File: src/rtl/rv32i_types.sv
// Shared RV32I types; holds the memory-arbiter state encoding and default line width.
package rv32i_types;

  typedef logic [31:0] rv32i_word;

  typedef enum logic [1:0] {
    IDLE,
    BUSY_A,
    BUSY_B
  } arb_state_t;

  localparam int LINE_W_DEFAULT = 256;

endpackage

File: src/rtl/arb_grant_counter.sv
// Wrapping 32-bit event counter with asynchronous active-low clear.
module arb_grant_counter
  import rv32i_types::*;
(
  input  logic      clk,
  input  logic      rst_n,
  input  logic      inc,
  output rv32i_word count
);

  always_ff @(posedge clk or negedge rst_n) begin
    if (!rst_n) begin
      count <= '0;
    end else if (inc) begin
      count <= count + 32'd1;
    end
  end

endmodule

File: src/rtl/mem_arbiter.sv
// Round-robin arbiter granting whole cache-line transactions on one memory port
// to the I-side (A, read-only) and D-side (B, read/write) miss paths.
module mem_arbiter
  import rv32i_types::*;
#(
  parameter int LINE_W = LINE_W_DEFAULT,
  parameter int ADDR_W = 32
) (
  input  logic              clk,
  input  logic              rst_n,
  input  logic              a_read,
  input  logic [ADDR_W-1:0] a_address,
  output logic [LINE_W-1:0] a_rdata,
  output logic              a_resp,
  input  logic              b_read,
  input  logic              b_write,
  input  logic [ADDR_W-1:0] b_address,
  input  logic [LINE_W-1:0] b_wdata,
  output logic [LINE_W-1:0] b_rdata,
  output logic              b_resp,
  output logic              pmem_read,
  output logic              pmem_write,
  output logic [ADDR_W-1:0] pmem_address,
  output logic [LINE_W-1:0] pmem_wdata,
  input  logic [LINE_W-1:0] pmem_rdata,
  input  logic              pmem_resp,
  output logic [31:0]       grant_cnt_a,
  output logic [31:0]       grant_cnt_b
);

  arb_state_t state, state_next;
  logic       last_b;
  logic       write_op;
  logic       b_req;
  logic       grant_a;
  logic       grant_b;

  assign b_req = b_read | b_write;

  always_comb begin
    state_next = state;
    grant_a    = 1'b0;
    grant_b    = 1'b0;
    case (state)
      IDLE: begin
        // On a tie the port that did not win last time goes next.
        if (a_read && b_req) begin
          grant_a = last_b;
          grant_b = !last_b;
        end else begin
          grant_a = a_read;
          grant_b = b_req;
        end
        if (grant_a) state_next = BUSY_A;
        if (grant_b) state_next = BUSY_B;
      end
      BUSY_A, BUSY_B: begin
        if (pmem_resp) state_next = IDLE;
      end
      default: state_next = IDLE;
    endcase
  end

  always_ff @(posedge clk or negedge rst_n) begin
    if (!rst_n) begin
      state        <= IDLE;
      last_b       <= 1'b0;
      write_op     <= 1'b0;
      pmem_address <= '0;
      pmem_wdata   <= '0;
    end else begin
      state <= state_next;
      if (grant_a) begin
        last_b       <= 1'b0;
        write_op     <= 1'b0;
        pmem_address <= a_address;
      end
      // A simultaneous b_read is ignored when b_write is set: write wins.
      if (grant_b) begin
        last_b       <= 1'b1;
        write_op     <= b_write;
        pmem_address <= b_address;
        pmem_wdata   <= b_wdata;
      end
    end
  end

  assign pmem_read  = (state != IDLE) && !write_op;
  assign pmem_write = (state != IDLE) && write_op;

  assign a_resp  = (state == BUSY_A) && pmem_resp;
  assign b_resp  = (state == BUSY_B) && pmem_resp;
  assign a_rdata = a_resp ? pmem_rdata : '0;
  assign b_rdata = b_resp ? pmem_rdata : '0;

  arb_grant_counter u_cnt_a (
    .clk   (clk),
    .rst_n (rst_n),
    .inc   (a_resp),
    .count (grant_cnt_a)
  );

  arb_grant_counter u_cnt_b (
    .clk   (clk),
    .rst_n (rst_n),
    .inc   (b_resp),
    .count (grant_cnt_b)
  );

endmodule
File: config.mk
export PLATFORM = sky130hd
export DESIGN_NAME = mem_arbiter
export DESIGN_NICKNAME = d
export VERILOG_FILES = /design/src/rtl/rv32i_types.sv /design/src/rtl/arb_grant_counter.sv /design/src/rtl/mem_arbiter.sv
export SDC_FILE = /design/constraint.sdc
export NUM_CORES = 1
export LEC_CHECK = 0
export CAP_MARGIN = 20
export CORE_AREA = 2 2 562 564
export DETAILED_ROUTE_END_ITERATION = 8
export DIE_AREA = 0 0 564 566
export MAX_ROUTING_LAYER = met4
export PLACE_DENSITY_LB_ADDON = 0.08
export SKIP_LAST_GASP = 1
export SYNTH_ARGS = -nofsm -noshare
export SYNTH_HDL_FRONTEND = slang
export SYNTH_SLANG_ARGS = --single-unit
File: constraint.sdc
create_clock -name clk -period 2 [get_ports clk]
set_clock_uncertainty 0.05 [all_clocks]
set_input_delay 0.4 -clock clk [delete_from_list [all_inputs] [get_ports clk]]
set_output_delay 0.4 -clock clk [all_outputs]
set_load 0.03 [all_outputs]
=== Yosys cells after proc, flatten, opt, wreduce, memory -nomap -nowiden ===
Cells that the tools add are included.

* Register bits: 356
* Word-level logic and storage cells: 43

* Add/subtract/negate cells: 2
* Equality and inequality tests: 4
* Mux-type cells: 17
* Bitwise operators: 1
* Reduce and logical (&&, ||, !) cells: 12

{| class="wikitable"
|+ Operators by type and width
! kind !! number
|-
| 256-bit two-way mux || 2
|-
| 32-bit by 1-bit adder with 32-bit output (second input constant) || 2
|-
| 32-bit two-way mux || 2
|-
| 1-bit two-way mux || 9
|-
| 2-bit two-way mux || 3
|-
| 1-bit logical AND || 5
|-
| 2-bit one-hot mux with 2 select lines || 1
|-
| 2-bit nonzero test || 2
|-
| 3-bit inequality test (second input constant) || 1
|-
| 2-bit by 1-bit equality test with 1-bit output (second input constant) || 1
|-
| 2-bit equality test (second input constant) || 1
|-
| 1-bit zero test || 2
|-
| 2-bit zero test || 1
|-
| 2-bit inequality test (second input constant) || 1
|-
| 2-bit AND reduction || 1
|-
| 2-bit OR reduction || 1
|-
| 1-bit OR || 1
|}

=== Depth between registers and ports, before layout ===
Gate-level depths: netlist (run 1).

* Depth after elaboration: 7
* Depth in mapped cells: 8
* Depth with buffers taken out: 6

=== Modules after synthesis ===
Synthesis (run 1) repeated with hierarchy kept, for this count alone.

* Cell total of the unflattened synthesis: 1656
* Area total of the unflattened synthesis: 18201.2 sq um

{| class="wikitable"
|+ Modules (own cells, without submodules)
! module !! instances !! cells an instance !! area each (sq um)
|-
| mem_arbiter || 1 || 1410 || 15303.4
|-
| arb_grant_counter || 2 || 123 || 1448.9
|}

=== Worst setup path before layout (run 1) ===
OpenSTA, ideal clock, no wires.

* Path kind: register to output
* Start: register state[0]
* End: output b_rdata[100]
* Arrival time: 1543 ps
* Required time: 1550 ps
* Setup slack: 7 ps
* Cell stages (with the launch flop): 6
* Path buffers: 2
* Cells stage by stage: dfrtp_1 inv_1 ha_1 clkbuf_1 clkbuf_1 and3_1

* Cells in the longest elaborated chain, start to end: 3

{| class="wikitable"
|+ Ends and longest elaborated chain
! item !! line !! RTL
|-
| start, declared || mem_arbiter.sv:31 || <nowiki>arb_state_t state, state_next;</nowiki>
|-
| start signal, assigned || mem_arbiter.sv:72 || <nowiki>state <= state_next;</nowiki>
|-
| 2-bit equality test || mem_arbiter.sv:92 || <nowiki>assign b_resp = (state == BUSY_B) && pmem_resp;</nowiki>
|-
| 1-bit logical AND || mem_arbiter.sv:92 ||
|-
| 256-bit two-way mux || mem_arbiter.sv:94 || <nowiki>assign b_rdata = b_resp ? pmem_rdata : '0;</nowiki>
|-
| end, declared || mem_arbiter.sv:19 || <nowiki>output logic [LINE_W-1:0] b_rdata,</nowiki>
|}

No other way between the ends.

=== Worst setup path in the final report (run 1) ===
* Start: register state[1]
* End: output b_rdata[63]

Same word-level chain as after synthesis.

==> results list, run 1 <==
- Status: finished, violations left
- The checks that failed: negative setup slack.
- Startpoint of the worst register-to-register path: state[0]$_DFFE_PN0P_
- In the final routed layout, each cell accounts on average for 25.9 um.
* Synth Cell Area: 17900 um^2
* Ranking of synthesized cells by area: sky130_fd_sc_hd__dfrtp_1 (50%), sky130_fd_sc_hd__and3_1 (18%), sky130_fd_sc_hd__nand2_1 (17%), sky130_fd_sc_hd__clkbuf_1 (2.8%), sky130_fd_sc_hd__mux2i_1 (1.8%)
* Post-synthesis cell type with the largest combined area: sky130_fd_sc_hd__dfrtp_1
* Final non-filler cell area: 47100 um^2
- The clock reaches the later pin of the worst-skew pair after 0.63 ns.
* Sequential-to-total area share from yosys stat: 49.8%
* Number of DRC markers after the initial detailed-route iteration: 1026
- Cell leakage power: 20.7 nW
* Worst reg2reg path depth: 10
- Layout cells sized above 1: 29.6%
- In this run switching power makes up 45.7% of total power.
- The worst setup path is launched from a flop.
- The top cell type by area accounts for 49.8% of the synthesized area.
* Slew @ Worst Pin: 0.517 ns
* Clock share of power: 16.9%
* Via count of the first global-routing pass: 24040
- Width of the die: 564 um
- Max-cap violations: 0
- Number of synthesized register bits: 356
- Final Max Slew Viols: 0
- Dividing total power by cell area gives a power density of 1230 nW/um^2.
* Final sum of negative setup slack: -369.18 ns
- Post-detailed-placement half-perimeter wirelength: 175000 um
- Setup repair after global routing could not meet its margin everywhere.
- Ratio of final minimum period to clock period: 134%
- Critical path destination: b_rdata[63]
* Total iterations of the first detailed-routing run: 4
* Routability Congestion: 0.792
* Inserted Clock Buffers: 51
- The number of different library cells used by synthesis comes to 35.
* Global-route wire length before repair: 260000 um
* Final setup slack of the worst path: -0.672 ns
- CTS built an H-tree with a depth of 2.
- Vias after detailed routing: 22362
- Core Footprint: 313000 um^2
* Net load switching power: 0.0264 W
- Setup violations remaining at the end of the flow were counted as 913.
* Synthesized instance count: 2129
- Most frequent cells after synthesis: sky130_fd_sc_hd__nand2_1 (828), sky130_fd_sc_hd__and3_1 (522), sky130_fd_sc_hd__dfrtp_1 (356), sky130_fd_sc_hd__clkbuf_1 (132), sky130_fd_sc_hd__buf_2 (46)
- Data on the critical path arrives at its endpoint at 2.22 ns.
- For this run, the number of Yosys warnings is 0.
- The initial antenna violation count is 97.
- The most used flip-flop cell after synthesis is sky130_fd_sc_hd__dfrtp_1.
- Critical-path maximum fanout: 8
- Entering global routing, the biggest net connects 60 pins.
- Reg2reg setup slack: -0.37 ns
- Syn Area/Cell: 8.40 um^2
- Worst r2r dst: u_cnt_b.count[21]$_DFFE_PN0P_
- The die is 566 um tall.
- The count of final hold-check violations came to 0.
- VDD sags by at most 0.000546 V.
- DP Area: 43300 um^2
- Data required time of the critical path: 1.55 ns
* Min cycle time layout: 2.67 ns
- 1450 I/O pins were placed.
- Worst relative slew slack: 65.4%
- Tracing the worst setup path back leads to its startpoint at state[1]$_DFFE_PN0P_.
* CTS Buffer Depth: 3
- The total overflow left after global routing is 0.
* EDFF count, synth: 0
* Type of the worst min-delay path: input pin to async pin
- Sink count of the clock tree: 356
- TritonCTS built the clock tree.
* Clock-pin slew of the registers on the worst-case setup and hold paths: 0.06 ns
- Pint: 0.0314 W
- Ratio of routed vias to standard cells: 2.81
* Logic gate share of total power: 62.4%
- Detailed-route wire length: 206000 um
- Total nets after synthesis: 2716
- Counting flops with an async set or reset pin after synthesis yields a share of 100%.
* Global-route usage over all layers: 12.8%
* Critical path capture point type: primary output
* Root buffer cell: sky130_fd_sc_hd__clkbuf_16
* Residual antenna-violating net count after detailed routing: 0
* Sequential fraction of design power: 20.7%
* DRC violations left: 0
- The critical path in this run is classified as flop to primary output.
* Standard-cell rows: 206
- In the post-synthesis netlist, the cell with the most instances is sky130_fd_sc_hd__nand2_1.
- Highest attainable clock frequency: 374 MHz
* Net count, final: 4305
* Initial core utilization: 5.71%
- The die covers 319000 um^2.
- Post-synthesis to final-layout area growth: 163%
* Port Buffers: 1449
## flip-flops by register name, indices dropped and copies added, names as in the netlist
| name | flops |
|---|---|
| last_b | 1 |
| pmem_address | 32 |
| pmem_wdata | 256 |
| state | 2 |
| u_cnt_a.count | 32 |
| u_cnt_b.count | 32 |
| write_op | 1 |
## how the worst min path moves through the flow
stage	depth (start not counted)	end	start
2_1_floorplan	0	last_b$_DFFE_PN0P_	rst_n
3_3_place_gp	1	pmem_wdata[74]$_DFFE_PN0P_	rst_n
3_5_place_dp	1	pmem_wdata[74]$_DFFE_PN0P_	rst_n
4_1_cts	3	pmem_wdata[6]$_DFFE_PN0P_	b_wdata[6]
5_1_grt	2	pmem_wdata[28]$_DFFE_PN0P_	rst_n
6_report	2	pmem_wdata[74]$_DFFE_PN0P_	rst_n
## layout by cell type (no fill, tap or decap), types with 17 or more instances in the layout
| cell type | n |
|---|---|
| sky130_fd_sc_hd__nand2_1 | 827 |
| sky130_fd_sc_hd__diode_2 | 43 |
| sky130_fd_sc_hd__nand3_1 | 21 |
| sky130_fd_sc_hd__buf_6 | 46 |
| sky130_fd_sc_hd__xnor2_1 | 34 |
| sky130_fd_sc_hd__o21ai_0 | 32 |
| sky130_fd_sc_hd__buf_12 | 482 |
| sky130_fd_sc_hd__and3_1 | 333 |
| sky130_fd_sc_hd__nand4_1 | 17 |
| sky130_fd_sc_hd__xor2_1 | 28 |
| sky130_fd_sc_hd__dfrtp_1 | 356 |
| sky130_fd_sc_hd__clkbuf_16 | 64 |
| sky130_fd_sc_hd__mux2i_1 | 32 |
| sky130_fd_sc_hd__buf_4 | 250 |
| sky130_fd_sc_hd__and3_4 | 179 |
| sky130_fd_sc_hd__clkdlybuf4s50_1 | 906 |
## through the flow
stage	setup WS (ns)	power, W	util (%)	hold slack [ns]	cells
floorplan	0.00658	0.0266	-	0.0544	2129
finish	-0.672	0.0578	15.0	0.204	7959
CTS	-0.790	0.0581	14.7	0.142	7898
global placement	-0.358	0.0465	13.8	0.280	7788
detailed placement	-0.322	0.0463	13.8	0.280	7788
global route	-0.797	0.0613	15.0	0.169	7948
## metal layers
layer	GRT usage (%)	wire length, um	vias to the layer above
li1	-	-	10288
met1	11.7	68600	10728
met2	22.5	106000	1115
met3	6.30	23400	231
met4	4.98	7780	0
met5	-	0	-
## power by group through the flow
stage	Clock [W]	Sequential, W	Combinational (W)
2_1_floorplan	0	0.0177	0.00900
3_3_place_gp	0	0.0121	0.0344
6_report	0.00976	0.0120	0.0361
4_1_cts	0.0104	0.0121	0.0357
5_1_grt	0.0106	0.0124	0.0383
3_5_place_dp	0	0.0122	0.0341
## cell families (layout without fill, tap and decap cells)
family,count (synthesis),in the layout,share of synthesized area (%)
xor+xnor,62,62,3.04
mux,33,33,1.85
simple gates,1441,1441,39.3
compound gates,38,38,1.13
flops,356,356,49.8
buf+inv,194,1821,4.52
fa+ha+maj,5,5,0.350
other cells,0,43,0
## critical path, cell delays in order (launching register included)
cell and delay, ns:
sky130_fd_sc_hd__dfrtp_1 0.38, sky130_fd_sc_hd__buf_4 0.14, sky130_fd_sc_hd__ha_4 0.18, sky130_fd_sc_hd__buf_12 0.15
sky130_fd_sc_hd__buf_12 0.18, sky130_fd_sc_hd__clkbuf_16 0.17, sky130_fd_sc_hd__and3_1 0.18, sky130_fd_sc_hd__buf_4 0.16
## area by class of cell
class | count | area [um^2]
flip-flops and latches | 356 | 8910
clock buffers | 73 | 1510
fillers | 35510 | 266000
repair buffers | 1722 | 22000
inverters | 8 | 32.5
multi-input cells | 1579 | 9140
diodes | 43 | 108
clock inverters | 18 | 230
well taps | 4160 | 5200
## timing repair
item	CTS	global route
hold buffers	1	0
cloned	9	14
pin swaps	2	12
setup buffers	10	7
endpoints found under the setup margin	1079	1122
endpoints found under the hold margin	122	0
resized for setup	131	165
Power figures use the tool's default switching activity.
==> inputs of run 2 (changes only) <==
- CAP_MARGIN: 20 -> 0
==> results of run 2 <==
Final layout, timing and power as in run 1 (identical DEF).
==> inputs of run 3 (changes only) <==
- CORE_AREA: 2 2 562 564 -> 2 2 561 563
- DIE_AREA: 0 0 564 566 -> 0 0 563 565
- clock period: 2 -> 3.23 ns (I/O delays scaled with it)
==> run 3 against run 2 <==
Against the previous run: sequential cell count stayed put; cell count is 2.6% lower; non-clock buffer count is 174 lower; clock-buffer cell count is 11 higher; utilization is 1.1 points lower; first-iteration DRC count is 3.9% higher; register-to-register slack better by 1.2 ns; clock power is 37% lower; the flow now finishes without violations; largest power group unchanged.
==> results list, run 3 (same netlist as run 1, synthesis figures left out) <==
* Commonest cells after routing, fill and taps aside: sky130_fd_sc_hd__clkdlybuf4s50_1 (931), sky130_fd_sc_hd__nand2_1 (828), sky130_fd_sc_hd__and3_1 (519) (was sky130_fd_sc_hd__clkdlybuf4s50_1 (906), sky130_fd_sc_hd__nand2_1 (827), sky130_fd_sc_hd__buf_12 (482))
- Global-route usage over all layers: 12.2% (was 12.8%)
* Setup repair after global routing missed its margin: no (was yes)
- The reg-to-reg critical path startpoint was state[1]$_DFFE_PN0P_ (was state[0]$_DFFE_PN0P_).
* Overflow left after global routing: 0 (unchanged)
* Cell leakage power: 19.7 nW (was 20.7 nW)
- The largest net degree at the start of global routing came to 72 (was 60).
- Number of DRC markers after the initial detailed-route iteration: 1066 (was 1026)
* Start point of the critical path: state[0]$_DFFE_PN0P_ (was state[1]$_DFFE_PN0P_)
- The placed cell area came to 41400 um^2 (was 43300 um^2).
- The power per cell area is 779 nW/um^2 (was 1230 nW/um^2).
* Ratio of routed vias to standard cells: 2.80 (was 2.81)
* Sink count of the clock tree: 356 (unchanged)
- Residual antenna-violating net count after detailed routing: 0 (unchanged)
- H-tree levels: 2 (unchanged)
- The met1 wire length was 66700 um (was 68600 um).
* Final non-filler cell area: 43500 um^2 (was 47100 um^2)
- Final-layout fill cell count: 35314 (was 35510)
* Reg area: 8910 um^2 (unchanged)
- The number of buffers added on ports came to 1449 (unchanged).
* Final core area utilization: 14.0% (was 15.0%)
* Final count of negative-setup-slack endpoints: 0 (was 913)
- Flip-flop count of the largest register after layout: 256 (unchanged)
* Count of endpoints failing hold in the final timing report: 0 (unchanged)
- The TritonCTS clock tree was built (unchanged).
* Slew @ Worst Pin: 0.733 ns (was 0.517 ns)
- Root buffer cell: sky130_fd_sc_hd__clkbuf_16 (unchanged)
- The kind of capture point of the worst setup path is a primary output (unchanged).
- Top routing layer used: met4 (unchanged)
- Width of the die: 563 um (was 564 um)
* Boundary pin count: 1450 (unchanged)
- Latest clock arrival within the worst-skew pair: 0.64 ns (was 0.63 ns)
- Met2 Wirelength: 106000 um (about the same)
- Max-cap violations: 0 (unchanged)
- The floorplan row count was 205 (was 206).
- DR WL/cell: 25.4 um (was 25.9 um)
- The required time of the worst setup path came to 2.53 ns (was 1.55 ns).
* Multi-input gate area: 8230 um^2 (was 9140 um^2)
- Final Max Slew Viols: 0 (unchanged)
* DRC violations left: 0 (unchanged)
- The data arrival time of the critical path is 2.34 ns (was 2.22 ns).
- The post-placement cell count came to 7623 (was 7788).
- Global-route wire length before repair: 249000 um (was 260000 um)
- The clock slew seen by the registers of the worst setup and hold paths is 0.05 ns (was 0.06 ns).
- Initial core utilization: 5.74% (was 5.71%)
- The total length of routed met3 wires was 21400 um (was 23400 um).
* Routability Congestion: 0.792 (about the same)
- The HPWL after detailed placement was 167000 um (was 175000 um).
- Detailed-route wire length: 197000 um (was 206000 um)
- Highest attainable clock frequency: 330 MHz
- The type of the worst setup path is flop to primary output (unchanged).
- The post-layout instance count excluding filler cells came to 7752 (was 7959).
* Core Footprint: 311000 um^2 (was 313000 um^2)
* Min cycle time layout: 3.03 ns
* Initial antenna violation count: 99 (was 97)
- Total iterations of the first detailed-routing run: 4 (unchanged)
- The critical path launch point type is a flop (unchanged).
- Net count, final: 4134 (was 4305)
* Status: completed (was finished, violations left)
* Largest register by flop count: pmem_wdata (unchanged)
- The worst relative slew slack is 50.9% (was 65.4%).
- The pre-CTS setup slack was 0.412 ns (was -0.322 ns).
* Post-synthesis to final-layout area growth: 143% (was 163%)
- CTS Buffer Depth: 3 (unchanged)
- The number of buffers created by CTS is 54 (was 51).
- Type of the worst min-delay path: flop to flop (was input pin to async pin)
- The slack of the critical path was 0.198 ns (was -0.672 ns).
* Final sum of negative setup slack: 0 ns (was -369.18 ns)
* Start point of the worst hold path: u_cnt_a.count[31]$_DFFE_PN0P_
- Via count of the first global-routing pass: 23199 (was 24040)
- The most common cell after layout, fill and taps aside is sky130_fd_sc_hd__clkdlybuf4s50_1 (unchanged).
- Ratio of final minimum period to clock period: 93.9%
* Layout cells sized above 1: 19.9% (was 29.6%)
- Die Outline Area: 318000 um^2 (was 319000 um^2)
* Peak supply drop: 0.000377 V (was 0.000546 V)
- Critical-path maximum fanout: 22 (was 8)
- Vertical die dimension: 565 um (was 566 um)
* Vias after detailed routing: 21684 (was 22362)
==> run 3: layout make-up <==
cell class	count	share of cell area [%]
flip-flops and latches	356	20.5
repair buffers	1548	44.3
well taps	4140	11.9
clock buffers	84	3.81
diodes	21	0.121
multi-input cells	1579	18.9
inverters	8	0.0691
clock inverters	16	0.397
==> run 3: worst paths after layout <==
check	to	slack, ns	cells after the start
worst max register to register	u_cnt_a.count[20]$_DFFE_PN0P_	0.82	9
max in group asynchronous	pmem_wdata[72]$_DFFE_PN0P_	1.63	4
worst min register to register	u_cnt_a.count[31]$_DFFE_PN0P_	0.42	1
worst min-delay path	u_cnt_a.count[31]$_DFFE_PN0P_	0.42	1
min in group asynchronous	pmem_wdata[20]$_DFFE_PN0P_	0.45	2
worst max-delay path	b_rdata[97]	0.20	7
==> run 3: layer usage <==
| metal | vias up | track usage, % |
|---|---|---|
| li1 | 9885 | - |
| met1 | 10436 | 11.5 |
| met2 | 1135 | 23.1 |
| met3 | 228 | 5.57 |
| met4 | 0 | 1.47 |
| met5 | - | - |
==> run 3: repair_timing <==
action / 4_1_cts / 5_1_grt
gates cloned: 1 / 0
resized for setup: 20 / 5
hold buffers: 1 / 0
hold endpoints to repair: 32 / 0
buffers inserted: 6 / 0
pin swaps: 1 / 0
endpoints found under the setup margin: 447 / 33
==> run 3: through the flow <==
step / hold WS (ns) / power, W
after global placement: 0.407 / 0.0282
final: 0.415 / 0.0339
after global routing: 0.416 / 0.0360
after floorplan: 0.300 / 0.0165
after detailed placement: 0.413 / 0.0281
after CTS: 0.376 / 0.0348
==> run 3: critical path: stages, from the launching register on <==
cell and delay, ns:
sky130_fd_sc_hd__dfrtp_1 0.42, sky130_fd_sc_hd__inv_2 0.11, sky130_fd_sc_hd__ha_4 0.16, sky130_fd_sc_hd__buf_12 0.17, sky130_fd_sc_hd__buf_16 0.20, sky130_fd_sc_hd__buf_12 0.18, sky130_fd_sc_hd__and3_1 0.23, sky130_fd_sc_hd__buf_12 0.15
==> run 3: report_power, final <==
part           switching, W  internal, W  total, W  leakage [nW]
Combinational        0.0123      0.00798    0.0203          14.4
Clock               0.00245      0.00374   0.00619         0.906
Sequential          0.00106      0.00632   0.00739          4.46
Total                0.0158       0.0180    0.0339          19.7
